`config.mk`:
```
export PLATFORM = sky130hd
export DESIGN_NAME = multicycle_ctrl_fsm
export DESIGN_NICKNAME = d
export VERILOG_FILES = /design/src/rtl/ctrl_pkg.sv /design/src/rtl/opcode_classifier.sv /design/src/rtl/multicycle_ctrl_fsm.sv
export SDC_FILE = /design/constraint.sdc
export NUM_CORES = 1
export LEC_CHECK = 0
export ABC_AREA = 1
export CORE_MARGIN = 2
export CORE_UTILIZATION = 49
export CTS_BUF_LIST = sky130_fd_sc_hd__clkbuf_2 sky130_fd_sc_hd__clkbuf_4 sky130_fd_sc_hd__clkbuf_8
export CTS_CLUSTER_DIAMETER = 100
export DETAILED_ROUTE_END_ITERATION = 6
export MAX_ROUTING_LAYER = met4
export PLACE_DENSITY = 0.79
export SYNTH_ARGS = -nofsm -noshare
export SYNTH_HDL_FRONTEND = slang
export SYNTH_SLANG_ARGS = --single-unit
```
`constraint.sdc`:
```
create_clock -name clk -period 1.71 [get_ports clk]
set_input_delay 0.342 -clock clk [delete_from_list [all_inputs] [get_ports clk]]
set_output_delay 0.342 -clock clk [all_outputs]
set_load 0.005 [all_outputs]
```
`src/rtl/ctrl_pkg.sv`:
```
// ctrl_pkg: types and constants shared by the multicycle control FSM and the
// opcode classifier. It holds the state enumeration, the opcode values and
// classes, the alu_op encodings and the registered control-word layout.
// Configuration: defining MULTICYCLE_ILLEGAL_TRAP_EN adds the HALT state.
package ctrl_pkg;

  localparam int unsigned OPC_W   = 7;
  localparam int unsigned ALUOP_W = 3;

  // Opcode values recognised by the decoder.
  localparam logic [OPC_W-1:0] OPC_R      = 7'b0110011;
  localparam logic [OPC_W-1:0] OPC_I      = 7'b0010011;
  localparam logic [OPC_W-1:0] OPC_LOAD   = 7'b0000011;
  localparam logic [OPC_W-1:0] OPC_STORE  = 7'b0100011;
  localparam logic [OPC_W-1:0] OPC_BRANCH = 7'b1100011;

  // ALU operation encodings.
  localparam logic [ALUOP_W-1:0] ALUOP_ADD   = 3'b000;
  localparam logic [ALUOP_W-1:0] ALUOP_SUB   = 3'b001;
  localparam logic [ALUOP_W-1:0] ALUOP_FUNCT = 3'b010;
  localparam logic [ALUOP_W-1:0] ALUOP_IMMF  = 3'b011;

  typedef enum logic [2:0] {
    OPCLS_R       = 3'd0,
    OPCLS_I       = 3'd1,
    OPCLS_LOAD    = 3'd2,
    OPCLS_STORE   = 3'd3,
    OPCLS_BRANCH  = 3'd4,
    OPCLS_ILLEGAL = 3'd5
  } opclass_e;

  typedef enum logic [2:0] {
    ST_IDLE   = 3'd0,
    ST_FETCH  = 3'd1,
    ST_DECODE = 3'd2,
    ST_EXEC   = 3'd3,
    ST_MEM    = 3'd4,
    ST_WB     = 3'd5
`ifdef MULTICYCLE_ILLEGAL_TRAP_EN
    ,
    ST_HALT   = 3'd6
`endif
  } state_e;

  // Registered datapath control word.
  typedef struct packed {
    logic               mem_req;
    logic               mem_rd;
    logic               mem_wr;
    logic               ir_wr;
    logic               pc_wr;
    logic               branch;
    logic               mem_to_reg;
    logic               alu_src;
    logic               reg_wr;
    logic [ALUOP_W-1:0] alu_op;
  } ctrl_t;

  // ALU operation used in EXEC for a given instruction class.
  function automatic logic [ALUOP_W-1:0] alu_op_for(input opclass_e cls);
    logic [ALUOP_W-1:0] op;
    op = ALUOP_ADD;
    case (cls)
      OPCLS_R:      op = ALUOP_FUNCT;
      OPCLS_I:      op = ALUOP_IMMF;
      OPCLS_BRANCH: op = ALUOP_SUB;
      default:      op = ALUOP_ADD;
    endcase
    return op;
  endfunction

endpackage

```
`src/rtl/opcode_classifier.sv`:
```
// opcode_classifier: purely combinational opcode-to-class decoder, shared by
// the multicycle and single-cycle control units.
// Ports:
//   opcode_i   in   instruction opcode field
//   opclass_o  out  instruction class; anything unrecognised is ILLEGAL
module opcode_classifier
  import ctrl_pkg::*;
#(
  parameter int unsigned OPCODELEN = 7
) (
  input  logic [OPCODELEN-1:0] opcode_i,
  output opclass_e             opclass_o
);

  always_comb begin
    opclass_o = OPCLS_ILLEGAL;
    case (opcode_i)
      OPCODELEN'(OPC_R):      opclass_o = OPCLS_R;
      OPCODELEN'(OPC_I):      opclass_o = OPCLS_I;
      OPCODELEN'(OPC_LOAD):   opclass_o = OPCLS_LOAD;
      OPCODELEN'(OPC_STORE):  opclass_o = OPCLS_STORE;
      OPCODELEN'(OPC_BRANCH): opclass_o = OPCLS_BRANCH;
      default:                opclass_o = OPCLS_ILLEGAL;
    endcase
  end

endmodule

```
`src/rtl/multicycle_ctrl_fsm.sv`:
```
// multicycle_ctrl_fsm: control unit for a multicycle processor. Walks
// FETCH -> DECODE -> EXEC -> (MEM) -> (WB) per instruction and drives
// registered datapath/memory controls from the state and the latched opcode.
// Configuration: define MULTICYCLE_ILLEGAL_TRAP_EN to trap illegal opcodes in
// a HALT state (left only by rst); otherwise they retire as NOPs.
// Ports:
//   clk, rst            clock, synchronous active-high reset
//   opcode              opcode field of the instruction register
//   mem_ready           memory completes the current access this cycle
//   mem_req/mem_rd/mem_wr  memory request and direction strobes
//   ir_wr, pc_wr        instruction register load, PC+4 load
//   branch, mem_to_reg, alu_src, reg_wr, alu_op  datapath controls
//   illegal             one-cycle pulse for an unrecognised opcode
//   instr_cnt           retired-instruction count (wraps)
module multicycle_ctrl_fsm
  import ctrl_pkg::*;
#(
  parameter int unsigned OPCODELEN = 7,
  parameter int unsigned ALUOPLEN  = 3
) (
  input  logic                 clk,
  input  logic                 rst,
  input  logic [OPCODELEN-1:0] opcode,
  input  logic                 mem_ready,
  output logic                 mem_req,
  output logic                 mem_rd,
  output logic                 mem_wr,
  output logic                 ir_wr,
  output logic                 pc_wr,
  output logic                 branch,
  output logic                 mem_to_reg,
  output logic                 alu_src,
  output logic                 reg_wr,
  output logic [ALUOPLEN-1:0]  alu_op,
  output logic                 illegal,
  output logic [15:0]          instr_cnt
);

  localparam int unsigned CNT_W = 16;

  state_e               state_q, state_d;
  logic [OPCODELEN-1:0] opcode_q, opcode_d;
  logic [CNT_W-1:0]     cnt_q, cnt_d;
  ctrl_t                ctrl_q, ctrl_d;
  logic                 illegal_q, illegal_d;
  opclass_e             cls;

  // The opcode input only matters in DECODE; everywhere else the latched copy is used.
  assign opcode_d = (state_q == ST_DECODE) ? opcode : opcode_q;

  opcode_classifier #(
    .OPCODELEN (OPCODELEN)
  ) u_classifier (
    .opcode_i  (opcode_d),
    .opclass_o (cls)
  );

  // Next state, retire counter and illegal pulse.
  always_comb begin
    state_d   = state_q;
    cnt_d     = cnt_q;
    illegal_d = 1'b0;
    case (state_q)
      ST_IDLE: state_d = ST_FETCH;
      ST_FETCH: begin
        if (mem_ready) begin
          state_d = ST_DECODE;
        end
      end
      ST_DECODE: begin
        if (cls == OPCLS_ILLEGAL) begin
          illegal_d = 1'b1;
`ifdef MULTICYCLE_ILLEGAL_TRAP_EN
          state_d   = ST_HALT;
`else
          state_d   = ST_FETCH;
          cnt_d     = cnt_q + CNT_W'(1);
`endif
        end else begin
          state_d = ST_EXEC;
        end
      end
      ST_EXEC: begin
        case (cls)
          OPCLS_R, OPCLS_I:         state_d = ST_WB;
          OPCLS_LOAD, OPCLS_STORE:  state_d = ST_MEM;
          default: begin
            // BRANCH completes here; ILLEGAL never reaches EXEC.
            state_d = ST_FETCH;
            cnt_d   = cnt_q + CNT_W'(1);
          end
        endcase
      end
      ST_MEM: begin
        if (mem_ready) begin
          if (cls == OPCLS_LOAD) begin
            state_d = ST_WB;
          end else begin
            state_d = ST_FETCH;
            cnt_d   = cnt_q + CNT_W'(1);
          end
        end
      end
      ST_WB: begin
        state_d = ST_FETCH;
        cnt_d   = cnt_q + CNT_W'(1);
      end
`ifdef MULTICYCLE_ILLEGAL_TRAP_EN
      ST_HALT: state_d = ST_HALT;
`endif
      default: state_d = ST_IDLE;
    endcase
  end

  // Control word for the state being entered, so the registered outputs line
  // up with the state register without any combinational path from mem_ready.
  always_comb begin
    ctrl_d = '0;
    case (state_d)
      ST_FETCH: begin
        ctrl_d.mem_req = 1'b1;
        ctrl_d.mem_rd  = 1'b1;
      end
      ST_DECODE: begin
        // One-cycle load strobes accompanying the accepted fetch.
        ctrl_d.ir_wr = 1'b1;
        ctrl_d.pc_wr = 1'b1;
      end
      ST_EXEC: begin
        ctrl_d.alu_op  = alu_op_for(cls);
        ctrl_d.alu_src = (cls == OPCLS_I) || (cls == OPCLS_LOAD) || (cls == OPCLS_STORE);
        ctrl_d.branch  = (cls == OPCLS_BRANCH);
      end
      ST_MEM: begin
        ctrl_d.mem_req = 1'b1;
        ctrl_d.mem_rd  = (cls == OPCLS_LOAD);
        ctrl_d.mem_wr  = (cls == OPCLS_STORE);
      end
      ST_WB: begin
        ctrl_d.reg_wr     = 1'b1;
        ctrl_d.mem_to_reg = (cls == OPCLS_LOAD);
      end
      default: ctrl_d = '0;
    endcase
  end

  // State, latched opcode, counter and output registers.
  always_ff @(posedge clk) begin
    if (rst) begin
      state_q   <= ST_IDLE;
      opcode_q  <= '0;
      cnt_q     <= '0;
      ctrl_q    <= '0;
      illegal_q <= 1'b0;
    end else begin
      state_q   <= state_d;
      opcode_q  <= opcode_d;
      cnt_q     <= cnt_d;
      ctrl_q    <= ctrl_d;
      illegal_q <= illegal_d;
    end
  end

  assign mem_req    = ctrl_q.mem_req;
  assign mem_rd     = ctrl_q.mem_rd;
  assign mem_wr     = ctrl_q.mem_wr;
  assign ir_wr      = ctrl_q.ir_wr;
  assign pc_wr      = ctrl_q.pc_wr;
  assign branch     = ctrl_q.branch;
  assign mem_to_reg = ctrl_q.mem_to_reg;
  assign alu_src    = ctrl_q.alu_src;
  assign reg_wr     = ctrl_q.reg_wr;
  assign alu_op     = ALUOPLEN'(ctrl_q.alu_op);
  assign illegal    = illegal_q;
  assign instr_cnt  = cnt_q;

endmodule
```
Yosys cells after proc, flatten, opt, wreduce, memory -nomap -nowiden. Index checks and enable logic that the tools add are counted.

Bitwise gates (word level): 4. $add $sub $neg: 1. Muxes and demuxes: 18. Reduce and logical (&&, ||, !) cells: 14. Equal/unequal tests: 24.

Operators by type and width (number): $mux W16 (4); $pmux W16 S4 (1); $pmux W3 S5 (2); $eq A3 B2 Y1 const B (6); $eq A3 B3 Y1 const B (6); $add A16 B1 Y16 const B (1); $eq A7 B6 Y1 const B (2); $reduce_or A2 Y1 (7); $eq A3 B1 Y1 const B (3); $mux W3 (3); $eq A7 B2 Y1 const B (1); $eq A7 B5 Y1 const B (1); $eq A7 B7 Y1 const B (1); $mux W7 (1); $logic_not A3 Y1 (2); $ne A2 B2 Y1 const B (3); $pmux W2 S3 (1); $pmux W3 S2 (1); $reduce_and A5 Y1 (1); $mux W2 (2); $not A1 Y1 (4); $pmux W2 S2 (1); $reduce_bool A4 Y1 (1); $reduce_or A4 Y1 (1); 3 further kinds (5).

Register bits after elaboration: 39. Logic and storage cells: 75. Output and inout port bits: 29. Bits of input ports: 10.

Logic depth before layout (Yosys ltp). Gate-level depths: netlist of the first run.

Word-level depth: 11. Gate-level depth with buffers: 13. Depth with buffers taken out: 13.

Modules after synthesis. Synthesis of the first run repeated with hierarchy kept, for this count alone.

Cells, all modules: 284. Area total of the unflattened synthesis: 2018.2 um2.

By module, submodules not included: multicycle_ctrl_fsm (times used 1, cells each 268, area each 1936.9 um2, seq. area each 740.7 um2); opcode_classifier (times used 1, cells each 16, area each 81.3 um2, seq. area each 0.0 um2).

Worst setup path after synthesis of the first run. OpenSTA, ideal clock, no wires.

Path kind: register to register. Start point: reg state_q[0]. End point: reg cnt_q[12] (netlist: instr_cnt[12]). Period minus slack after synthesis: 1725 ps. Library setup time: 139 ps. Buffers on the path: 2. Arrival: 1586 ps. Slack: -15 ps. Data required time: 1571 ps. Stages on the path, launching flop included: 14. Cell sequence: dfxtp_1 > inv_2 > nand3_4 > buf_8 > nand2_4 > nand2_4 > nand2_1 > nor2_2 > nand2_2 > nor2_2 > nor2_4 > buf_6 > nand3_2 > a21oi_2.

Cells in the longest elaborated chain, start to end: 8. Elaborated cells on any way between the ends: 24. Classes of those cells: eq/ne: 17; mux: 3; reduce/logical: 4.

RTL lines: start, declared (line multicycle_ctrl_fsm.sv:41) `state_e state_q, state_d;`; start signal, assigned (line multicycle_ctrl_fsm.sv:156) `state_q <= state_d;`; $eq A3 B2 Y1 (line multicycle_ctrl_fsm.sv:49, multicycle_ctrl_fsm.sv:63); $mux W7 (line multicycle_ctrl_fsm.sv:49) `assign opcode_d = (state_q == ST_DECODE) ? opcode : opcode_q;`; $eq A7 B7 Y1 (tied with other cells) (line opcode_classifier.sv:17) `case (opcode_i)`; $pmux W3 S5 (line opcode_classifier.sv:17); $eq A3 B2 Y1 (tied with other cells) (line multicycle_ctrl_fsm.sv:84, multicycle_ctrl_fsm.sv:96); $reduce_or A4 Y1 (no source line); $ne A2 B2 Y1 (no source line); $reduce_and A5 Y1 (no source line); end signal, assigned (line multicycle_ctrl_fsm.sv:158) `cnt_q <= cnt_d;`; end, declared (line multicycle_ctrl_fsm.sv:43) `logic [CNT_W-1:0] cnt_q, cnt_d;`.

Parallel ways exist; a longest one is shown, timed or not. A chain may end at the register's enable or synchronous reset.

Worst setup path in the final report of the first run.
Start point: reg state_q[0]. End point: reg ctrl_q, in the netlist mem_wr.

Cells in the longest elaborated chain, start to end: 11. Elaborated cells on any way between the ends: 30. Classes of those cells: eq/ne: 15; mux: 8; bitwise: 1; reduce/logical: 6.

RTL lines: $eq A3 B2 Y1 (line multicycle_ctrl_fsm.sv:49, multicycle_ctrl_fsm.sv:63); $mux W7 (line multicycle_ctrl_fsm.sv:49); $eq A7 B7 Y1 (tied with other cells) (line opcode_classifier.sv:17); $pmux W3 S5 (line opcode_classifier.sv:17); $eq A3 B2 Y1 (tied with other cells) (line multicycle_ctrl_fsm.sv:84, multicycle_ctrl_fsm.sv:96); $reduce_or A2 Y1 (tied with other cells); $pmux W3 S2 or $mux W3 (tied branches) (line multicycle_ctrl_fsm.sv:84, multicycle_ctrl_fsm.sv:95); $pmux W3 S5 (line multicycle_ctrl_fsm.sv:63) `case (state_q)`; $eq A3 B3 Y1 (line multicycle_ctrl_fsm.sv:119) `case (state_d)`; $not A1 Y1 (no source line); $reduce_or A2 Y1 (no source line); end signal, assigned (line multicycle_ctrl_fsm.sv:159) `ctrl_q <= ctrl_d;`; end, declared (line multicycle_ctrl_fsm.sv:44) `ctrl_t ctrl_q, ctrl_d;`.

Parallel ways exist; a longest one is shown, timed or not.

==> flow_metrics.env, run 1 <==
export IMPL_cts_buffer_depth=2
export IMPL_clkPwrFrac_pct=33.7
export IMPL_peakVddDrop_mv=0.466
export IMPL_syn_nets=294
export IMPL_yosys_warnings=0
export IMPL_status="finished, violations left"
export IMPL_multiInputGateArea_mm2=0.00138
export IMPL_coreArea_mm2=0.00406
export IMPL_synthFlopType="dfxtp_1"
export IMPL_routed_wl_mm=8.07
export IMPL_gr_total_overflow=0
export IMPL_first_pass_iters=5
export IMPL_htree_levels=2
export IMPL_start_util_pct=51.6
export IMPL_fin_skew_ps=6.05
export IMPL_endpoint="mem_wr$_SDFF_PP0_"
export IMPL_cp_required_ps=1950
export IMPL_path_class="reg2reg"
export IMPL_cts_buffers=5
export IMPL_drv_slew=0
export IMPL_async_flop_share_pct=0
export IMPL_p_leak_uw=0.00134
export IMPL_startpoint="state_q[0]$_SDFF_PP0_"
export IMPL_final_common_cell="nand2_1"
export IMPL_hold_violations=0
export IMPL_synth_top_area_cell="dfxtp_1"
export IMPL_power_density_mw_per_mm2=562
export IMPL_yosys_area_top_type_share_pct=35.4
export IMPL_antenna_found_initial=0
export IMPL_reg2reg_depth=13
export IMPL_clock_sinks=37
export IMPL_ys_seq_elements=37
export IMPL_crit_path_max_fanout=6
export IMPL_grt_pass1_vias=2205
export IMPL_regArea_um2=751
export IMPL_dp_hpwl_mm=3.83
export IMPL_fillerInstances=230
export IMPL_post_dp_cell_area_mm2=0.00274
export IMPL_portBuffers=37
export IMPL_diodes=0
export IMPL_insertion_delay_ps=300
export IMPL_maxCapViolations=0
export IMPL_final_cells=429
export IMPL_grt_first_pass_wirelength_mm=10.1
export IMPL_areaGrowthSynthToFinish_pct=57.8
export IMPL_violations="setup timing"
export IMPL_min_delay_start="instr_cnt[14]$_SDFFE_PP0P_"
export IMPL_fin_nets=389
export IMPL_drive_gt1_share_pct=42.7
export IMPL_largest_reg_flops=16
export IMPL_cts_tree="yes"
export IMPL_comb_power_share_pct=18.2
export IMPL_fin_ws_ps=-224
export IMPL_switchingPower_uw=523
export IMPL_min_path_type="reg2reg"
export IMPL_io_pins=39
export IMPL_p_total_uw=1860
export IMPL_crit_arrival_ps=2170
export IMPL_synth_cell_types=32
export IMPL_setup_violations_final=28
export IMPL_rsz0062_at_grt="yes"
export IMPL_reg2reg_to="mem_wr$_SDFF_PP0_"
export IMPL_fin_area_mm2=0.00330
export IMPL_final_cell_mix="nand2_1, buf_4, clkdlybuf4s50_1"
export IMPL_synth_area_leaders="dfxtp_1, nand2_1, nand3_2, nor2_1, nand3_1"
export IMPL_die_y_um=69.3
export IMPL_start_kind="register"
export IMPL_post_route_period_util_pct=113
export IMPL_r2r_setup_slack_ps=-220
export IMPL_end_kind="register"
export IMPL_avgSynthCellArea_um2=7.39
export IMPL_p_int_uw=1330
export IMPL_drtIter0Drc=270
export IMPL_syn_inst=283
export IMPL_grt_start_max_net_pins=20
export IMPL_vias_per_cell=5.95
export IMPL_fin_crit_ps=1930
export IMPL_gp_congestion=0.928
export IMPL_rows=23
export IMPL_drc_errors=0
export IMPL_synth_edf_count=0
export IMPL_die_w_um=69.3
export IMPL_swShare_pct=28.2
export IMPL_clk_pin_slew_ps=70
export IMPL_die_area_mm2=0.00481
export IMPL_mappedNetlistArea_mm2=0.00209
export IMPL_place_inst=397
export IMPL_grtUsageTotal_pct=26.8
export IMPL_clock_root_buffer="clkbuf_8"
export IMPL_ys_seq_area_share_pct=35.4
export IMPL_p_seq_share_pct=48.2
export IMPL_vias=2554
export IMPL_worstReg2RegStart="state_q[0]$_SDFF_PP0_"
export IMPL_antenna_left=0
export IMPL_wl_per_cell_um=18.8
export IMPL_fmaxAchievable_mhz=517
export IMPL_setup_tns_ps=-4650
[power by group through the flow]
stage | clock network (uW) | registers [uW] | logic [uW]
5_1_grt | 653 | 895 | 352
3_5_place_dp | 0 | 911 | 231
2_1_floorplan | 0 | 913 | 120
4_1_cts | 620 | 891 | 262
3_3_place_gp | 0 | 910 | 226
6_report | 625 | 894 | 338
[cell families after synthesis]
logic type | synth area share, %
XOR/XNOR | 5.86
flip-flops | 35.4
AO/OA/AOI/OAI | 7.12
buffers and inverters | 9.69
adder cells (fa/ha/maj) | 0.598
other | 0.179
AND/OR/NAND/NOR | 41.1
[per-stage QoR]
stage          setup WS, ps  utilization (%)  hold WS, ps
3_3_place_gp           -331             67.6          485
6_report               -224             81.3          523
4_1_cts               -63.5             74.1          510
2_1_floorplan          10.5                -          487
5_1_grt                -331             81.3          544
3_5_place_dp           -389             67.6          501
[critical path, stage by stage (launching register included)]
cell     delay (ps)
dfxtp_2         360
buf_6           140
nor2_4           70
buf_4           130
buf_6           110
nand2_1          70
nand2_1         100
nor2_2          140
nand3_2         110
nand2_2          90
nand2_2          80
nor2_1          170
nand2_1         130
nor3b_2         160
[per-layer routing]
| metal | track usage (%) | vias to the layer above | share of wire [%] |
|---|---|---|---|
| met2 | 43.3 | 191 | 46 |
| li1 | - | 1092 | - |
| met3 | 4.36 | 57 | 8.2 |
| met4 | 12.0 | 0 | 5.9 |
| met1 | 33.1 | 1214 | 39 |
| met5 | - | - | 0 |
[layout make-up]
cell class	count	area share [%]
Clock inverter	2	0.303
Clock buffer	6	2.31
Sequential cell	37	22.7
Inverter	32	3.87
Tap cell	50	1.90
Multi-Input combinational cell	204	41.8
Timing Repair Buffer	98	27.1
[cells in the mapped netlist (2+ instances only)]
cell type   n
nand2_1    66
dfxtp_1    37
nor2_1     30
inv_1      26
nand3_1    21
nand3_2    12
a21oi_2    10
xor2_1     10
a21oi_1     9
nand4_1     9
inv_2       6
nand2_2     6
clkbuf_1    5
nor3_1      4
xnor2_1     4
buf_6       3
nand2_4     3
nor2_2      3
nor2_4      3
buf_4       2
nor4_1      2
o21ai_1     2
[worst min path at each step]
stage                                  to  slack [ps]  cells after the start
2_1_floorplan  instr_cnt[15]$_SDFFE_PP0P_         490                      2
3_3_place_gp   instr_cnt[15]$_SDFFE_PP0P_         480                      2
3_5_place_dp   instr_cnt[15]$_SDFFE_PP0P_         500                      2
4_1_cts        instr_cnt[15]$_SDFFE_PP0P_         510                      2
5_1_grt        instr_cnt[15]$_SDFFE_PP0P_         540                      2
6_report       instr_cnt[14]$_SDFFE_PP0P_         520                      2
[timing repair]
item / CTS / global route
pin swaps: 9 / 20
setup endpoints to repair: 26 / 32
resized for setup: 19 / 56
cloned: 1 / 1
buffers inserted: 15 / 7
hold buffers: 0 / 0
No activity file was read; power rests on OpenSTA's default activity.
==> inputs of run 2 (changes only) <==
- CORE_UTILIZATION: 49 -> 59
- DONT_BUFFER_PORTS: unset -> 1
- PLACE_DENSITY: 0.79 -> 0.78
==> run 2 against run 1 <==
The run ends with DRC, setup timing left. Sequential cell count unchanged. Setup slack got worse by 82 ps. Critical path depth decreased by 2. Via count increased by 0.43%. Clock power decreased by 2%. Sequential share of layout area increased by 2.6 points. Clock skew increased by 18 ps. Cell count decreased by 10%. Non-clock buffer count decreased by 40. Wire length increased by 7.6%. Global-route usage increased by 9.9 points. Combinational power decreased by 19%.
==> flow_metrics.env, run 2 (synthesis gave the netlist of run 1 again) <==
export IMPL_drive_gt1_share_pct=48.1
export IMPL_cts_buffers=5
export IMPL_portBuffers=0
export IMPL_diodes=0
export IMPL_antenna_found_initial=0
export IMPL_dp_hpwl_mm=3.62
export IMPL_final_cell_mix="buf_4, nand2_1, dfxtp_1"
export IMPL_p_int_uw=1290
export IMPL_setup_tns_ps=-6260
export IMPL_hold_buffers=0
export IMPL_clock_root_buffer="clkbuf_4"
export IMPL_start_util_pct=62.2
export IMPL_gr_total_overflow=0
export IMPL_crit_path_frequent_cell="nor2_4"
export IMPL_die_area_mm2=0.00404
export IMPL_post_route_period_util_pct=118
export IMPL_cts_tree="yes"
export IMPL_wl_per_cell_um=22.6
export IMPL_final_common_cell="buf_4"
export IMPL_fmaxAchievable_mhz=496
export IMPL_grtUsageTotal_pct=36.8
export IMPL_rows=21
export IMPL_min_path_type="in2reg"
export IMPL_clock_sinks=37
export IMPL_clkPwrFrac_pct=34.3
export IMPL_switchingPower_uw=490
export IMPL_vias_per_cell=6.66
export IMPL_end_kind="register"
export IMPL_fin_ws_ps=-306
export IMPL_comb_power_share_pct=15.4
export IMPL_areaGrowthSynthToFinish_pct=41.1
export IMPL_swShare_pct=27.6
export IMPL_largest_reg_flops=16
export IMPL_fin_nets=350
export IMPL_routed_wl_mm=8.69
export IMPL_p_seq_share_pct=50.3
export IMPL_cts_buffer_depth=2
export IMPL_peakVddDrop_mv=0.584
export IMPL_clk_pin_slew_ps=130
export IMPL_fin_skew_ps=24.0
export IMPL_r2r_setup_slack_ps=-310
export IMPL_path_class="reg2reg"
export IMPL_insertion_delay_ps=380
export IMPL_setup_violations_final=27
export IMPL_final_cells=385
export IMPL_violations="DRC, setup timing"
export IMPL_vias=2565
export IMPL_drv_slew=0
export IMPL_crit_path_max_fanout=4
export IMPL_coreArea_mm2=0.00336
export IMPL_start_kind="register"
export IMPL_drtIter0Drc=478
export IMPL_cp_required_ps=2000
export IMPL_antenna_left=0
export IMPL_rsz0062_at_grt="yes"
export IMPL_gp_congestion=1.01
export IMPL_critical_path_slowest_cell="dfxtp_4"
export IMPL_grt_pass1_vias=2224
export IMPL_drc_errors=62
export IMPL_worstPathCellList="buf_6 > buf_12 > nor2_4 > inv_2 > nor2_4 > inv_1 > or2_4 > buf_4 > nand3_4 > nand2_1 > nor3_1"
export IMPL_htree_levels=2
export IMPL_crit_arrival_ps=2310
export IMPL_io_pins=39
export IMPL_p_leak_uw=0.00121
export IMPL_place_inst=359
export IMPL_die_y_um=63.5
export IMPL_fin_crit_ps=2020
export IMPL_die_w_um=63.5
export IMPL_maxCapViolations=0
export IMPL_cpPeakStageDelay_ps=380
export IMPL_grt_start_max_net_pins=28
export IMPL_status="finished, violations left"
export IMPL_power_density_mw_per_mm2=602
export IMPL_grt_first_pass_wirelength_mm=11.1
export IMPL_hold_violations=0
export IMPL_first_pass_iters=7
run 2: cell types whose count changed in the layout (fill, tap and decap cells not counted), sizes merged:
cell           change
clkdlybuf4s50     -36
buf                -3
clkinv             -1
inv                +1
dlygate4sd2        -1
bufinv             +1
clkbuf             -1
run 2: power groups by stage:
stage	combinational [uW]	sequential, uW	clock (uW)
after floorplan	120	913	0
after global placement	166	912	0
after detailed placement	171	912	0
after CTS	212	891	591
after global routing	285	895	642
final	274	894	611
run 2: worst max-delay path, delay by kind of cell, from the launching register on:
kind | cells | cell delay [ps]
buffers and inverters | 5 | 540
DFF | 1 | 380
and+or+nand+nor | 6 | 1030
run 2: cell type report:
type / instances / area (um2)
multi-input cells: 204 / 1430
inverters: 32 / 128
well taps: 46 / 57.6
flip-flops and latches: 37 / 747
clock inverters: 2 / 35.0
clock buffers: 5 / 37.5
fillers: 156 / 412
repair buffers: 58 / 509
repair inverters: 1 / 6.26
run 2: routing by layer:
metal | track usage [%] | share of wire (%)
met2 | 57.1 | 44
met4 | 19.0 | 7.9
met1 | 43.5 | 34
met5 | - | 0
met3 | 10.0 | 14
run 2: through the flow:
step	power (uW)	cell area, um2	hold WS (ps)	setup slack, ps	utilization [%]
after floorplan	1030	2090	487	10.5	-
after global placement	1080	2390	409	-124	71.0
after detailed placement	1080	2390	410	-205	71.0
after CTS	1690	2740	39.5	-92.7	81.4
after global routing	1820	2950	-1.48	-337	87.8
final	1780	2950	11.9	-306	87.8
run 2: worst paths after layout:
path | start | to | cells past startpoint
max | state_q[1]$_SDFF_PP0_ | mem_to_reg$_SDFF_PP0_ | 11
max reg2reg | state_q[1]$_SDFF_PP0_ | mem_to_reg$_SDFF_PP0_ | 11
min reg2reg | instr_cnt[15]$_SDFFE_PP0P_ | instr_cnt[15]$_SDFFE_PP0P_ | 2
min | rst | opcode_q[6]$_SDFF_PP0_ | 1
run 2: what timing repair did:
item                                    in CTS  in global routing
endpoints found under the setup margin      27                 27
resized for setup                           40                 43
gates cloned                                 2                  1
pin swaps                                    3                 17
hold endpoints to repair                     0                  0
setup buffers                               12                  5
==> inputs of run 3 (changes only) <==
- SKIP_CTS_REPAIR_TIMING: unset -> 1
- SYNTH_HIERARCHICAL: unset -> 1
==> run 3 against run 2 <==
The run ends with setup timing left. First-iteration DRC count decreased by 69%. Global-route usage decreased by 12 points. Register-to-register slack got worse by 410 ps. Final area fell by 9.5%. Total power down 0.46%. Clock-buffer cell count up 1. Synthesized cell count is 0.35% higher. Sequential share of layout area is 2.5 points higher.
==> flow_metrics.env, run 3 <==
export IMPL_status="finished, violations left"
export IMPL_violations="setup timing"
export IMPL_cp_required_ps=1980
export IMPL_grt_start_max_net_pins=30
export IMPL_die_y_um=62.5
export IMPL_crit_path_max_fanout=8
export IMPL_whs_path_depth=1
export IMPL_clkPwrFrac_pct=37.0
export IMPL_min_delay_start="rst"
export IMPL_grtUsageTotal_pct=24.5
export IMPL_crit_arrival_ps=2690
export IMPL_post_route_period_util_pct=142
export IMPL_grt_busiest_layer="met2"
export IMPL_yosys_warnings=6
export IMPL_gr_usage_met1_pct=26.8
export IMPL_start_util_pct=61.0
export IMPL_cts_tree="yes"
export IMPL_p_total_uw=1770
export IMPL_yosys_area_top_type_share_pct=36.7
export IMPL_largest_reg_flops=16
export IMPL_cts_buffers=5
export IMPL_synth_top_area_cell="dfxtp_1"
export IMPL_avgSynthCellArea_um2=7.11
export IMPL_syn_nets=295
export IMPL_coreArea_mm2=0.00331
export IMPL_rsz0062_at_grt="yes"
export IMPL_clk_pin_slew_ps=120
export IMPL_comb_power_share_pct=12.6
export IMPL_fmaxAchievable_mhz=413
export IMPL_peakVddDrop_mv=0.502
export IMPL_swShare_pct=25.0
export IMPL_die_area_mm2=0.00390
export IMPL_drc_errors=0
export IMPL_start_kind="register"
export IMPL_async_flop_share_pct=0
export IMPL_reg2reg_to="instr_cnt[1]$_SDFFE_PP0P_"
export IMPL_synth_area_leaders="dfxtp_1, nand2_1, inv_1, nor2_1, a21oi_2"
export IMPL_vias_per_cell=5.42
export IMPL_wl_per_cell_um=14.4
export IMPL_gp_congestion=0.839
export IMPL_min_path_type="in2reg"
export IMPL_fin_crit_ps=2420
export IMPL_synthFlopType="dfxtp_1"
export IMPL_drv_slew=0
export IMPL_fillerInstances=229
export IMPL_maxCapViolations=0
export IMPL_grt_first_pass_wirelength_mm=7.55
export IMPL_place_worst_setup_slack_ps=-644
export IMPL_fin_skew_ps=16.1
export IMPL_ys_seq_area_share_pct=36.7
export IMPL_syn_inst=284
export IMPL_die_w_um=62.5
export IMPL_gr_total_overflow=0
export IMPL_min_to="state_q[1]$_SDFF_PP0_"
export IMPL_grt_use_met2_pct=41.8
export IMPL_insertion_delay_ps=350
export IMPL_cts_buffer_depth=2
export IMPL_io_pins=39
export IMPL_reg2reg_depth=20
export IMPL_final_common_cell="nand2_1"
export IMPL_final_cell_mix="nand2_1, buf_4, dfxtp_1"
export IMPL_cpPeakStageDelay_ps=350
export IMPL_htree_levels=2
export IMPL_portBuffers=0
export IMPL_dp_hpwl_mm=3.25
export IMPL_yosysMostFrequentCell="nand2_1"
export IMPL_clock_root_buffer="clkbuf_4"
export IMPL_end_kind="register"
export IMPL_setup_violations_final=29
export IMPL_antenna_left=0
export IMPL_whs_ps=31.0
export IMPL_antenna_found_initial=0
export IMPL_gr_usage_met3_pct=7.57
export IMPL_p_int_uw=1330
export IMPL_fin_ws_ps=-712
export IMPL_ys_seq_elements=37
export IMPL_synth_cell_types=34
export IMPL_areaGrowthSynthToFinish_pct=32.3
export IMPL_worstReg2RegStart="state_q[2]$_SDFF_PP0_"
export IMPL_switchingPower_uw=442
export IMPL_routed_wl_mm=5.36
export IMPL_vias=2017
export IMPL_hold_violations=0
export IMPL_grt_pass1_vias=1777
export IMPL_clock_sinks=37
export IMPL_fin_nets=336
export IMPL_drive_gt1_share_pct=42.0
export IMPL_path_class="reg2reg"
export IMPL_first_pass_iters=4
export IMPL_synth_top_cells_by_count="nand2_1, dfxtp_1, inv_1, nor2_1, a21oi_1"
export IMPL_diodes=0
export IMPL_worstPathCellList="inv_2 > nand2_4 > nor2_4 > buf_6 > or2_4 > inv_2 > a21oi_4 > inv_2 > nand2_1 > nand2_1 > nand2_1 > nand2_2 > buf_4 > nor2_4 > nand2_4 > nand2_8 > nor2_4 > buf_12 > o21ai_2 > nor2_1"
export IMPL_drtIter0Drc=148
export IMPL_r2r_setup_slack_ps=-710
export IMPL_rows=21
export IMPL_mappedNetlistArea_mm2=0.00202
export IMPL_critical_path_slowest_cell="dfxtp_2"
export IMPL_power_density_mw_per_mm2=663
export IMPL_p_leak_uw=0.00110
export IMPL_synth_edf_count=0
export IMPL_p_seq_share_pct=50.4
==> run 3: logic make-up after synthesis <==
group / Yosys count / synth area share [%]
simple gates: 152 / 36.3
buf+inv: 47 / 10.4
compound gates: 39 / 12.8
flops: 37 / 36.7
xor+xnor: 7 / 3.04
fa+ha+maj: 1 / 0.620
other cells: 1 / 0.186
==> run 3: worst max path at each step <==
stage / slack (ps) / start / endpoint
2_1_floorplan: -450 / state_q[2]$_SDFF_PP0_ / instr_cnt[10]$_SDFFE_PP0P_
3_3_place_gp: -540 / state_q[2]$_SDFF_PP0_ / instr_cnt[1]$_SDFFE_PP0P_
3_5_place_dp: -640 / state_q[2]$_SDFF_PP0_ / instr_cnt[5]$_SDFFE_PP0P_
4_1_cts: -680 / state_q[2]$_SDFF_PP0_ / instr_cnt[13]$_SDFFE_PP0P_
5_1_grt: -830 / state_q[2]$_SDFF_PP0_ / instr_cnt[1]$_SDFFE_PP0P_
6_report: -710 / state_q[2]$_SDFF_PP0_ / instr_cnt[1]$_SDFFE_PP0P_
==> run 3: power by group through the flow <==
stage | sequential, uW | clock, uW | combinational [uW]
floorplan | 909 | 0 | 146
global placement | 910 | 0 | 177
detailed placement | 911 | 0 | 183
CTS | 891 | 660 | 184
global route | 894 | 690 | 242
finish | 892 | 654 | 224
==> run 3: per-stage QoR <==
stage          cells  instance area [um2]  utilization (%)  TNS, ps
4_1_cts          359                 2420             73.2   -16550
5_1_grt          372                 2670             80.7   -20700
3_3_place_gp     351                 2330             70.5   -13070
6_report         372                 2670             80.7   -16930
3_5_place_dp     351                 2330             70.5   -15660
2_1_floorplan    284                 2130                -    -9280
==> run 3: critical path: cells and delay by family, from the launching register on <==
family	cells	cell delay, ps
AO/OA/AOI/OAI	2	240
flip-flops	1	350
buffers and inverters	6	630
AND/OR/NAND/NOR	12	1110
==> run 3: layer usage <==
layer | share of wire (%) | wire length, um
met5 | 0 | 0
met4 | 1.8 | 99
met1 | 40 | 2160
met3 | 6.0 | 323
met2 | 52 | 2780
==> run 3: layout make-up <==
class	count	area (um2)	area share, %
Tap cell	46	57.6	2.16
Inverter	37	141	5.30
Clock inverter	2	37.5	1.41
Clock buffer	6	51.3	1.92
Timing Repair Buffer	42	344	12.9
Sequential cell	37	743	27.8
Multi-Input combinational cell	202	1290	48.5
